`src/rtl/fetch_unit.sv`:
```
// fetch_unit: instruction fetch front end.
// Owns the fetch PC, issues one word request at a time over a req/gnt/rvalid
// handshake, and buffers returned words with their PCs in a small FIFO
// toward decode. A redirect flushes the FIFO, drops any in-flight response
// and restarts fetch at the resolved target.
// Optional feature: define FETCH_ALIGN_CHECK_EN to flag misaligned redirect
// targets and stall fetch until an aligned redirect arrives.
module fetch_unit #(
  parameter logic [31:0] RESET_PC  = 32'h0000_0000,
  parameter int unsigned BUF_DEPTH = 2
) (
  input  logic        i_clk,
  input  logic        i_rst_n,
  input  logic        i_redirect,
  input  logic [31:0] i_redirect_pc,
  output logic        o_imem_req,
  output logic [31:0] o_imem_addr,
  input  logic        i_imem_gnt,
  input  logic        i_imem_rvalid,
  input  logic [31:0] i_imem_rdata,
  output logic        o_instr_valid,
  output logic [31:0] o_instr,
  output logic [31:0] o_instr_pc,
  input  logic        i_instr_ready,
  output logic        o_misalign,
  output logic [31:0] o_misalign_pc
);

  localparam int unsigned   AW      = $clog2(BUF_DEPTH);
  localparam int unsigned   CW      = AW + 1;
  localparam logic [CW-1:0] DEPTH_C = CW'(BUF_DEPTH);

  typedef enum logic [1:0] {
    IDLE = 2'd0,
    WAIT = 2'd1,
    DROP = 2'd2
  } state_t;

  state_t        state_q, state_d;
  logic [31:0]   fetch_pc_q, fetch_pc_d;
  logic [31:0]   resp_pc_q, resp_pc_d;
  logic [AW-1:0] rd_ptr_q, rd_ptr_d;
  logic [AW-1:0] wr_ptr_q, wr_ptr_d;
  logic [CW-1:0] count_q, count_d;
  logic [31:0]   buf_instr_q [BUF_DEPTH];
  logic [31:0]   buf_instr_d [BUF_DEPTH];
  logic [31:0]   buf_pc_q    [BUF_DEPTH];
  logic [31:0]   buf_pc_d    [BUF_DEPTH];

  logic          stall;
  logic [CW-1:0] occupancy;
  logic          grant;
  logic          push;
  logic          pop;
  logic [31:0]   redirect_tgt;

`ifdef FETCH_ALIGN_CHECK_EN
  logic          misalign_q, misalign_d;
  logic [31:0]   misalign_pc_q, misalign_pc_d;
  logic          redirect_misaligned;

  assign redirect_misaligned = |i_redirect_pc[1:0];
  assign stall               = misalign_q;
  assign o_misalign          = misalign_q;
  assign o_misalign_pc       = misalign_pc_q;
`else
  logic          unused_pc_lsb;

  assign unused_pc_lsb = ^i_redirect_pc[1:0];
  assign stall         = 1'b0;
  assign o_misalign    = 1'b0;
  assign o_misalign_pc = '0;
`endif

  assign redirect_tgt  = {i_redirect_pc[31:2], 2'b00};
  // Buffered words plus the one in flight must leave room; a same-cycle pop is not credited.
  assign occupancy     = count_q + CW'(state_q != IDLE);
  assign o_imem_req    = i_rst_n && !i_redirect && !stall && (state_q != DROP)
                         && (occupancy < DEPTH_C);
  assign o_imem_addr   = fetch_pc_q;
  assign grant         = o_imem_req && i_imem_gnt;
  assign push          = (state_q == WAIT) && i_imem_rvalid && !i_redirect;
  assign o_instr_valid = (count_q != '0) && !i_redirect;
  assign pop           = o_instr_valid && i_instr_ready;
  assign o_instr       = buf_instr_q[rd_ptr_q];
  assign o_instr_pc    = buf_pc_q[rd_ptr_q];

  // Next-state: redirect overrides everything, otherwise handshake and FIFO bookkeeping.
  always_comb begin
    state_d     = state_q;
    fetch_pc_d  = fetch_pc_q;
    resp_pc_d   = resp_pc_q;
    rd_ptr_d    = rd_ptr_q;
    wr_ptr_d    = wr_ptr_q;
    count_d     = count_q;
    buf_instr_d = buf_instr_q;
    buf_pc_d    = buf_pc_q;
`ifdef FETCH_ALIGN_CHECK_EN
    misalign_d    = misalign_q;
    misalign_pc_d = misalign_pc_q;
`endif
    if (i_redirect) begin
      // A response arriving with the redirect is dropped here; otherwise it is dropped later in DROP.
      unique case (state_q)
        WAIT:    state_d = i_imem_rvalid ? IDLE : DROP;
        DROP:    state_d = i_imem_rvalid ? IDLE : DROP;
        default: state_d = IDLE;
      endcase
      fetch_pc_d = redirect_tgt;
      rd_ptr_d   = '0;
      wr_ptr_d   = '0;
      count_d    = '0;
`ifdef FETCH_ALIGN_CHECK_EN
      misalign_d = redirect_misaligned;
      if (redirect_misaligned) begin
        misalign_pc_d = i_redirect_pc;
      end
`endif
    end else begin
      unique case (state_q)
        IDLE: if (grant) state_d = WAIT;
        WAIT: if (i_imem_rvalid) state_d = grant ? WAIT : IDLE;
        DROP: if (i_imem_rvalid) state_d = IDLE;
        default: state_d = IDLE;
      endcase
      if (grant) begin
        resp_pc_d  = fetch_pc_q;
        fetch_pc_d = fetch_pc_q + 32'd4;
      end
      if (push) begin
        buf_instr_d[wr_ptr_q] = i_imem_rdata;
        buf_pc_d[wr_ptr_q]    = resp_pc_q;
        wr_ptr_d              = wr_ptr_q + AW'(1);
      end
      if (pop) begin
        rd_ptr_d = rd_ptr_q + AW'(1);
      end
      count_d = count_q + CW'(push) - CW'(pop);
    end
  end

  // State, PC and FIFO registers.
  always_ff @(posedge i_clk or negedge i_rst_n) begin
    if (!i_rst_n) begin
      state_q    <= IDLE;
      fetch_pc_q <= RESET_PC;
      resp_pc_q  <= '0;
      rd_ptr_q   <= '0;
      wr_ptr_q   <= '0;
      count_q    <= '0;
      for (int unsigned i = 0; i < BUF_DEPTH; i++) begin
        buf_instr_q[i] <= '0;
        buf_pc_q[i]    <= '0;
      end
`ifdef FETCH_ALIGN_CHECK_EN
      misalign_q    <= 1'b0;
      misalign_pc_q <= '0;
`endif
    end else begin
      state_q     <= state_d;
      fetch_pc_q  <= fetch_pc_d;
      resp_pc_q   <= resp_pc_d;
      rd_ptr_q    <= rd_ptr_d;
      wr_ptr_q    <= wr_ptr_d;
      count_q     <= count_d;
      buf_instr_q <= buf_instr_d;
      buf_pc_q    <= buf_pc_d;
`ifdef FETCH_ALIGN_CHECK_EN
      misalign_q    <= misalign_d;
      misalign_pc_q <= misalign_pc_d;
`endif
    end
  end

endmodule

```
`config.mk`:
```
export PLATFORM = sky130hd
export DESIGN_NAME = fetch_unit
export DESIGN_NICKNAME = d
export VERILOG_FILES = /design/src/rtl/fetch_unit.sv
export SDC_FILE = /design/constraint.sdc
export NUM_CORES = 1
export LEC_CHECK = 0
export CELL_PAD_IN_SITES_DETAIL_PLACEMENT = 1
export CELL_PAD_IN_SITES_GLOBAL_PLACEMENT = 1
export CORE_MARGIN = 4
export CORE_UTILIZATION = 38
export CTS_CLUSTER_DIAMETER = 100
export DETAILED_ROUTE_END_ITERATION = 10
export PLACE_DENSITY_LB_ADDON = 0.1
export SETUP_SLACK_MARGIN = 0.15
export SKIP_CTS_REPAIR_TIMING = 1
export SLEW_MARGIN = 20
export SYNTH_ARGS = -nofsm -noshare
export SYNTH_HDL_FRONTEND = slang
export SYNTH_SLANG_ARGS = --single-unit
```
`constraint.sdc`:
```
create_clock -name i_clk -period 3.4 [get_ports i_clk]
set_input_delay 0.68 -clock i_clk [delete_from_list [all_inputs] [get_ports i_clk]]
set_output_delay 0.68 -clock i_clk [all_outputs]
set_load 0.05 [all_outputs]
```
==> results of run 1 <==
kinds of logic after synthesis:
logic type | share of synthesized area, %
AO/OA/AOI/OAI | 5.00
XOR/XNOR | 0.668
adder cells (fa/ha/maj) | 0.835
buffers and inverters | 5.50
flip-flops | 52.9
multiplexers | 23.8
other | 0.0417
AND/OR/NAND/NOR | 11.3
flip-flops by register name (all words and copies together) (netlist names):
register	count
state_q	2
count_q	2
buf_instr_q	64
rd_ptr_q	1
buf_pc_q	60
wr_ptr_q	1
resp_pc_q	30
o_imem_addr	30
area by class of cell:
class	instances	area (um2)
fillers	2521	11900
multi-input cells	508	3900
repair buffers	176	1800
well taps	319	399
clock inverters	14	166
inverters	11	41.3
clock buffers	18	429
flip-flops and latches	190	4760
per-stage QoR:
step | std cells | cell area, um2 | hold slack (ps) | power (mW) | setup slack (ps)
finish | 1236 | 11500 | 133 | 8.33 | 319
detailed placement | 1204 | 10900 | 487 | 6.39 | 483
global route | 1236 | 11500 | 121 | 8.73 | 236
floorplan | 787 | 9130 | 384 | 5.28 | 713
CTS | 1236 | 11500 | 120 | 8.44 | 285
global placement | 1204 | 10900 | 477 | 6.29 | 488
layer usage:
layer  vias to the layer above  wire [um]  GRT usage (%)
li1                       2891          -              -
met1                      3269      10900           25.0
met2                       160      11800           30.7
met3                        19        952           3.17
met4                         0        235           4.19
met5                         -          0              0
worst min-delay path by stage:
stage          slack [ps]  depth (start not counted)             end     startpoint
2_1_floorplan         380                          0  buf_instr_q[0]        i_rst_n
3_3_place_gp          480                          2   resp_pc_q[25]  resp_pc_q[25]
3_5_place_dp          490                          1    buf_pc_q[13]   buf_pc_q[13]
4_1_cts               120                          1        wr_ptr_q        i_rst_n
5_1_grt               120                          1      count_q[0]        i_rst_n
6_report              130                          1      count_q[0]        i_rst_n
cells in the final DEF, fill, tap and decap left out, types with 4 or more instances in the layout:
cell type        netlist  final
dfrtp_1              190    189
mux2_2               188    188
clkdlybuf4s50_1        0    158
nand2_1              105    104
conb_1                 1     37
nand3_1               22     22
nor2_1                21     19
o21ai_0               18     18
clkbuf_16              0     17
nand4_1               12     12
buf_4                 37     11
inv_1                 10     10
or3_1                  9      9
a21oi_1                8      8
nor4_1                 8      8
o211ai_1               8      8
a221o_1                8      8
inv_6                  0      8
ha_1                   6      6
buf_12                 0      6
nor3_1                 4      4
and3_1                 4      4
a22oi_1                4      4
a21o_1                 4      4
critical path: stages (launching register included):
cell             delay, ps
dfrtp_2                360
buf_4                  450
mux2_2                 400
clkdlybuf4s50_1        740
power by group:
part / internal, mW / switching [mW]
sequential: 2.73 / 0.324
combinational: 1.26 / 2.00
clock: 1.06 / 0.959
==> impl_metrics.json, run 1 <==
{
  "yosysTopAreaCell": "dfrtp_1",
  "ff2ff_setup_slack_ps": 770,
  "path_max_fanout": 36,
  "grt_pass1_vias": 7013,
  "netlist_instances": 751,
  "avgSynthCellArea_um2": 12.0,
  "ys_top_cells_by_count": "190 x dfrtp_1, 188 x mux2_2, 105 x nand2_1",
  "core_mm2": 0.0234,
  "worst-setup-path-type": "reg -> out",
  "ys.warnings.count": 0,
  "hp-class": "in -> async",
  "cts_buffer_depth": 2,
  "rr_worst_depth": 6,
  "grt_max_degree": 173,
  "dp_hpwl_mm": 16.2,
  "vias": 6339,
  "relSlewSlack_pct": 38.3,
  "cts.clk_slew.worst_paths_ps": 80,
  "slew_viol_final": 0,
  "ioPinCount": 201,
  "yosysMostFrequentCell": "dfrtp_1",
  "yosysSeqAreaShare_pct": 52.9,
  "diodes": 0,
  "htreeDepth": 4,
  "drtIter0Drc": 301,
  "synthArstFlopShare_pct": 100,
  "wl_per_cell_um": 19.3,
  "drt_first_pass_iters": 4,
  "port-buffer-count": 161,
  "tightest_slew_ps": 926,
  "die_h_um": 162,
  "initial_core_util_pct": 38.4,
  "cts_root_buffer": "clkbuf_16",
  "ys_seq_elements": 190,
  "outcome": "complete, no violations",
  "cp-start-kind": "register",
  "netlist_area_mm2": 0.00899,
  "routabilityCongestion": 0.832,
  "vdd_ir_drop_max_v": 0.000310,
  "synth_cell_types": 56,
  "clock_skew_ps": 15.5,
  "syn2layout_area_growth_pct": 27.8,
  "synth_edf_count": 0,
  "cts_tree": "built",
  "crit_required_ps": 2720,
  "wirelength_mm": 23.9,
  "reg2reg_from": "o_imem_addr[2]",
  "clkLatencyLatePin_ps": 430,
  "grt_overflow_total": 0,
  "die_area_mm2": 0.0262,
  "min_period_over_period_pct": 90.6,
  "track_usage_pct": 18.3,
  "fin_nets": 980,
  "viasPerCell": 5.13,
  "rows": 56,
  "drc": 0,
  "period_needed_ps": 3080,
  "p_leak_nw": 5.23,
  "powerDensity_mw_per_mm2": 725,
  "cp-startpoint": "rd_ptr_q",
  "die_x_um": 162,
  "hold_viol": 0,
  "synth_top_area_share_pct": 52.9,
  "synth_ff_type": "dfrtp_1",
  "clkSinkCount": 190,
  "postRouteAntennaNets": 0,
  "endpoint": "o_instr_pc[31]",
  "fmax_mhz": 325,
  "worst_setup_path_end_kind": "output port",
  "fin_util_pct": 49.1,
  "crit_arrival_ps": 2400,
  "antenna_found_initial": 0,
  "setup_violations": 0,
  "fin_setup_tns_ps": 0,
  "drive_gt1_share_pct": 27.3,
  "max-cap-violations": 0,
  "cts_made_buffers": 17,
  "worstReg2RegEnd": "o_imem_addr[30]",
  "rsz0062_at_grt": "no",
  "grt_pass1_wl_mm": 38.5,
  "synthTopCellsByArea": "dfrtp_1 53%, mux2_2 24%, nand2_1 4.4%"
}
Note: power is estimated with default switching activity, not from simulation.
==> run 2: changes to the inputs <==
--- a/config.mk
+++ b/config.mk
@@ -8,9 +8,10 @@
 export CELL_PAD_IN_SITES_DETAIL_PLACEMENT = 1
 export CELL_PAD_IN_SITES_GLOBAL_PLACEMENT = 1
 export CORE_MARGIN = 4
-export CORE_UTILIZATION = 38
+export CORE_UTILIZATION = 43
 export CTS_CLUSTER_DIAMETER = 100
 export DETAILED_ROUTE_END_ITERATION = 10
+export HOLD_SLACK_MARGIN = 0.12
 export PLACE_DENSITY_LB_ADDON = 0.1
 export SETUP_SLACK_MARGIN = 0.15
 export SKIP_CTS_REPAIR_TIMING = 1
==> impl_metrics.json, run 2 (synthesis gave the netlist of run 1 again) <==
{
  "outcome": "complete, no violations",
  "wl_per_cell_um": 19.7,
  "routabilityCongestion": 0.812,
  "die_area_mm2": 0.0233,
  "max_stage_delay_ps": 750,
  "fmax_mhz": 316,
  "antenna_found_initial": 0,
  "worst_setup_path_end_kind": "output port",
  "rows": 52,
  "top_regs": "buf_instr_q (64), buf_pc_q (60)",
  "max-cap-violations": 0,
  "final_common_cell": "dfrtp_1",
  "dp_worst_setup_slack_ps": 259,
  "drtIter0Drc": 290,
  "cts_buffer_depth": 2,
  "cts.clk_slew.worst_paths_ps": 70,
  "hp-class": "reg -> reg",
  "vdd_ir_drop_max_v": 0.000360,
  "hold_viol": 0,
  "dp_hpwl_mm": 16.1,
  "dpl_cell_area_mm2": 0.0108,
  "die_h_um": 153,
  "min_period_over_period_pct": 93.1,
  "wirelength_mm": 23.3,
  "cp-startpoint": "rd_ptr_q",
  "largest_register_ffs": 64,
  "fin_setup_tns_ps": 0,
  "clkLatencyLatePin_ps": 430,
  "cts_made_buffers": 17,
  "grt_overflow_total": 0,
  "fin_area_mm2": 0.0114,
  "die_x_um": 153,
  "worst-setup-path-type": "reg -> out",
  "vias": 6278,
  "crit_required_ps": 2720,
  "period_needed_ps": 3170,
  "worstHoldPathCells": 2,
  "fin_nets": 978,
  "rsz0062_at_grt": "no",
  "drc": 0,
  "clkSinkCount": 190,
  "ff2ff_setup_slack_ps": 720,
  "cp-start-kind": "register",
  "cts_tree": "built",
  "powerDensity_mw_per_mm2": 727,
  "slew_viol_final": 0,
  "drt_first_pass_iters": 4,
  "tightest_slew_ps": 683,
  "setup_violations": 0,
  "ioPinCount": 201,
  "grt_max_degree": 188,
  "core_mm2": 0.0204,
  "layout_common_cells": "189 x dfrtp_1, 188 x mux2_2, 158 x clkdlybuf4s50_1",
  "hold_start": "resp_pc_q[16]",
  "crit_path_top_delay_cell": "clkdlybuf4s50_1",
  "postRouteAntennaNets": 0,
  "port-buffer-count": 161,
  "hold_end": "resp_pc_q[16]",
  "initial_core_util_pct": 44.0,
  "clock_skew_ps": 12.7,
  "track_usage_pct": 20.0,
  "htreeDepth": 4,
  "cts_root_buffer": "clkbuf_16",
  "grt_pass1_wl_mm": 37.8,
  "worst_slack_ps": 233,
  "crit_arrival_ps": 2490,
  "reg2reg_from": "o_imem_addr[2]",
  "syn2layout_area_growth_pct": 27.3,
  "worstReg2RegEnd": "o_imem_addr[30]",
  "grt_pass1_vias": 7032,
  "diodes": 0,
  "crit_path_cell_trace": "buf_12, mux2_2, clkdlybuf4s50_1",
  "rr_worst_depth": 6,
  "path_max_fanout": 33,
  "regMostFlops": "buf_instr_q",
  "viasPerCell": 5.30,
  "p_leak_nw": 5.21,
  "drive_gt1_share_pct": 26.9,
  "relSlewSlack_pct": 54.1
}
-- run 2: cell count changes in the layout (fill, tap and decap cells not counted), sizes merged --
cell	previous run	this run
buf	17	14
bufinv	1	2
clkbuf	19	20
clkinv	2	0
clkinvlp	0	5
dlygate4sd3	0	1
inv	22	17
-- run 2: how the worst max path moves through the flow --
stage	end	cells past startpoint
6_report	o_instr_pc[2]	3
5_1_grt	o_instr_pc[16]	3
4_1_cts	o_instr_pc[16]	3
3_5_place_dp	o_imem_addr[13]	6
3_3_place_gp	o_imem_addr[4]	6
2_1_floorplan	o_imem_req	3
-- run 2: power breakdown --
part | leakage, nW | total (mW) | internal, mW | switching (mW)
clock network | 0.270 | 2.00 | 1.10 | 0.898
logic | 2.45 | 3.26 | 1.26 | 2.00
registers | 2.49 | 3.07 | 2.73 | 0.332
-- run 2: worst max-delay path, delay by kind of cell, from the launching register on --
kind | cells | cell delay [ps]
buf+inv | 2 | 1030
flops | 1 | 640
mux | 1 | 360
-- run 2: cell type report --
| class | instances | area, um2 |
|---|---|---|
| clock buffers | 19 | 433 |
| clock inverters | 13 | 153 |
| fillers | 2130 | 8980 |
| inverters | 11 | 41.3 |
| multi-input cells | 508 | 3890 |
| flip-flops and latches | 190 | 4760 |
| well taps | 270 | 338 |
| repair buffers | 174 | 1830 |
-- run 2: per-stage QoR --
stage,util [%],power [mW],cells,hold slack (ps)
after detailed placement,53.0,6.39,1151,485
after global placement,53.0,6.28,1151,477
after global routing,56.0,8.71,1185,513
after CTS,55.8,8.42,1183,51.8
final,56.0,8.32,1185,495
after floorplan,-,5.28,787,384
-- run 2: metal layers --
metal | global-route usage [%] | share of wire (%) | vias up
li1 | - | - | 2886
met2 | 33.6 | 49 | 177
met1 | 26.3 | 45 | 3192
met3 | 4.66 | 5.0 | 23
met5 | 0 | 0 | -
met4 | 4.96 | 1.4 | 0
==> run 3: changes to the inputs <==
--- a/config.mk
+++ b/config.mk
@@ -7,7 +7,7 @@
 export LEC_CHECK = 0
 export CELL_PAD_IN_SITES_DETAIL_PLACEMENT = 1
 export CELL_PAD_IN_SITES_GLOBAL_PLACEMENT = 1
-export CORE_MARGIN = 4
+export CORE_MARGIN = 10
 export CORE_UTILIZATION = 43
 export CTS_CLUSTER_DIAMETER = 100
 export DETAILED_ROUTE_END_ITERATION = 10
==> impl_metrics.json, run 3 (synthesis gave the netlist of run 1 again) <==
{
  "drc": 0,
  "clkLatencyLatePin_ps": 440,
  "antenna_found_initial": 0,
  "dp.cells": 1155,
  "initial_core_util_pct": 44.0,
  "wl_per_cell_um": 21.0,
  "setup_violations": 0,
  "grt_pass1_vias": 7190,
  "cp-start-kind": "register",
  "wirelength_mm": 25.0,
  "power.share.clock_pct": 24.4,
  "hold_viol": 0,
  "crit_path_top_delay_cell": "clkdlybuf4s50_1",
  "diodes": 0,
  "rsz0062_at_grt": "no",
  "dp_hpwl_mm": 17.5,
  "crit_arrival_ps": 2450,
  "clock_skew_ps": 16.7,
  "p_leak_nw": 5.24,
  "min_period_over_period_pct": 92.0,
  "vias": 6357,
  "worst_setup_path_end_kind": "output port",
  "crit_required_ps": 2720,
  "largest_register_ffs": 64,
  "postRouteAntennaNets": 0,
  "top_regs": "buf_instr_q (64), buf_pc_q (60)",
  "drtIter0Drc": 405,
  "final_cells": 1188,
  "hp-class": "reg -> reg",
  "die_area_mm2": 0.0271,
  "dp_worst_setup_slack_ps": 226,
  "viasPerCell": 5.35,
  "powerDensity_mw_per_mm2": 732,
  "crit_path_cell_trace": "buf_12, mux2_2, clkdlybuf4s50_1",
  "switchingPower_mw": 3.32,
  "cts_root_buffer": "clkbuf_16",
  "rows": 52,
  "regMostFlops": "buf_instr_q",
  "tightest_slew_ps": 983,
  "clkSinkCount": 190,
  "endpoint": "o_instr[30]",
  "routabilityCongestion": 0.863,
  "cts_buffer_depth": 2,
  "cts_made_buffers": 17,
  "reg2reg_from": "o_imem_addr[2]",
  "swShare_pct": 39.6,
  "relSlewSlack_pct": 34.5,
  "layout_common_cells": "189 x dfrtp_1, 188 x mux2_2, 158 x clkdlybuf4s50_1",
  "final_common_cell": "dfrtp_1",
  "power_frac_seq_pct": 36.5,
  "core_mm2": 0.0204,
  "drive_gt1_share_pct": 27.3,
  "max-cap-violations": 0,
  "cts.clk_slew.worst_paths_ps": 70,
  "combPwrFrac_pct": 39.1,
  "vdd_ir_drop_max_v": 0.000380,
  "fin_setup_tns_ps": 0,
  "drt_first_pass_iters": 4,
  "fin_nets": 981,
  "cp-startpoint": "rd_ptr_q",
  "worst-setup-path-type": "reg -> out",
  "track_usage_pct": 18.7,
  "ff2ff_setup_slack_ps": 760,
  "worstReg2RegEnd": "o_imem_addr[30]",
  "grt_pass1_wl_mm": 39.9,
  "p_int_mw": 5.07,
  "syn2layout_area_growth_pct": 27.5,
  "worst_slack_ps": 272,
  "port-buffer-count": 161,
  "die_h_um": 165,
  "fmax_mhz": 320,
  "ioPinCount": 201,
  "path_max_fanout": 22,
  "max_stage_delay_ps": 740,
  "die_x_um": 165,
  "grt_max_degree": 188,
  "timing.hold.ws_ps": 504,
  "slew_viol_final": 0,
  "htreeDepth": 4,
  "cts_tree": "built",
  "rr_worst_depth": 6,
  "period_needed_ps": 3130,
  "outcome": "complete, no violations",
  "grt_overflow_total": 0
}
run 3: changes by cell type in the layout (fill, tap and decap cells not counted), moves of 2 or more:
cell        previous run  this run
inv_8                  1         4
clkbuf_1               2         0
buf_4                  5        10
clkinvlp_4             5         0
clkinv_8               0         2
clkinv_4               0         2
run 3: metrics by stage:
step	utilization [%]	area, um2	power [mW]
detailed placement	53.1	10800	6.43
global placement	53.1	10800	6.31
CTS	56.0	11400	8.50
floorplan	-	9130	5.28
finish	56.1	11500	8.39
global route	56.1	11500	8.80
run 3: worst min path at each step:
stage | start | endpoint | slack, ps | cells after the start
2_1_floorplan | i_rst_n | buf_instr_q[0] | 380 | 0
3_3_place_gp | resp_pc_q[4] | resp_pc_q[4] | 470 | 2
3_5_place_dp | buf_instr_q[26] | buf_instr_q[26] | 490 | 1
4_1_cts | i_rst_n | o_imem_addr[16] | 40 | 1
5_1_grt | buf_pc_q[3] | buf_pc_q[3] | 520 | 1
6_report | buf_instr_q[26] | buf_instr_q[26] | 500 | 1
run 3: power by group through the flow:
stage | clock, mW | combinational [mW] | sequential, mW
3_3_place_gp | 0 | 3.25 | 3.06
4_1_cts | 2.10 | 3.32 | 3.07
3_5_place_dp | 0 | 3.31 | 3.12
6_report | 2.04 | 3.28 | 3.07
5_1_grt | 2.21 | 3.45 | 3.15
2_1_floorplan | 0 | 2.17 | 3.11
run 3: area by class of cell:
type | instances | area, um2
Inverter | 11 | 41.3
Sequential cell | 190 | 4760
Clock buffer | 18 | 439
Clock inverter | 14 | 169
Fill cell | 2122 | 8970
Timing Repair Buffer | 177 | 1820
Tap cell | 270 | 338
Multi-Input combinational cell | 508 | 3890
run 3: per-layer routing:
layer,vias up,wire (um),GRT usage (%)
li1,2891,-,-
met1,3267,10700,23.4
met2,185,12600,31.6
met3,14,1540,4.93
met4,0,145,4.03
met5,-,0,0
run 3: critical path: cells and delay by family, from the launching register on:
| family | cells | cell delay (ps) |
|---|---|---|
| flip-flops | 1 | 670 |
| multiplexers | 1 | 360 |
| buffers and inverters | 2 | 980 |
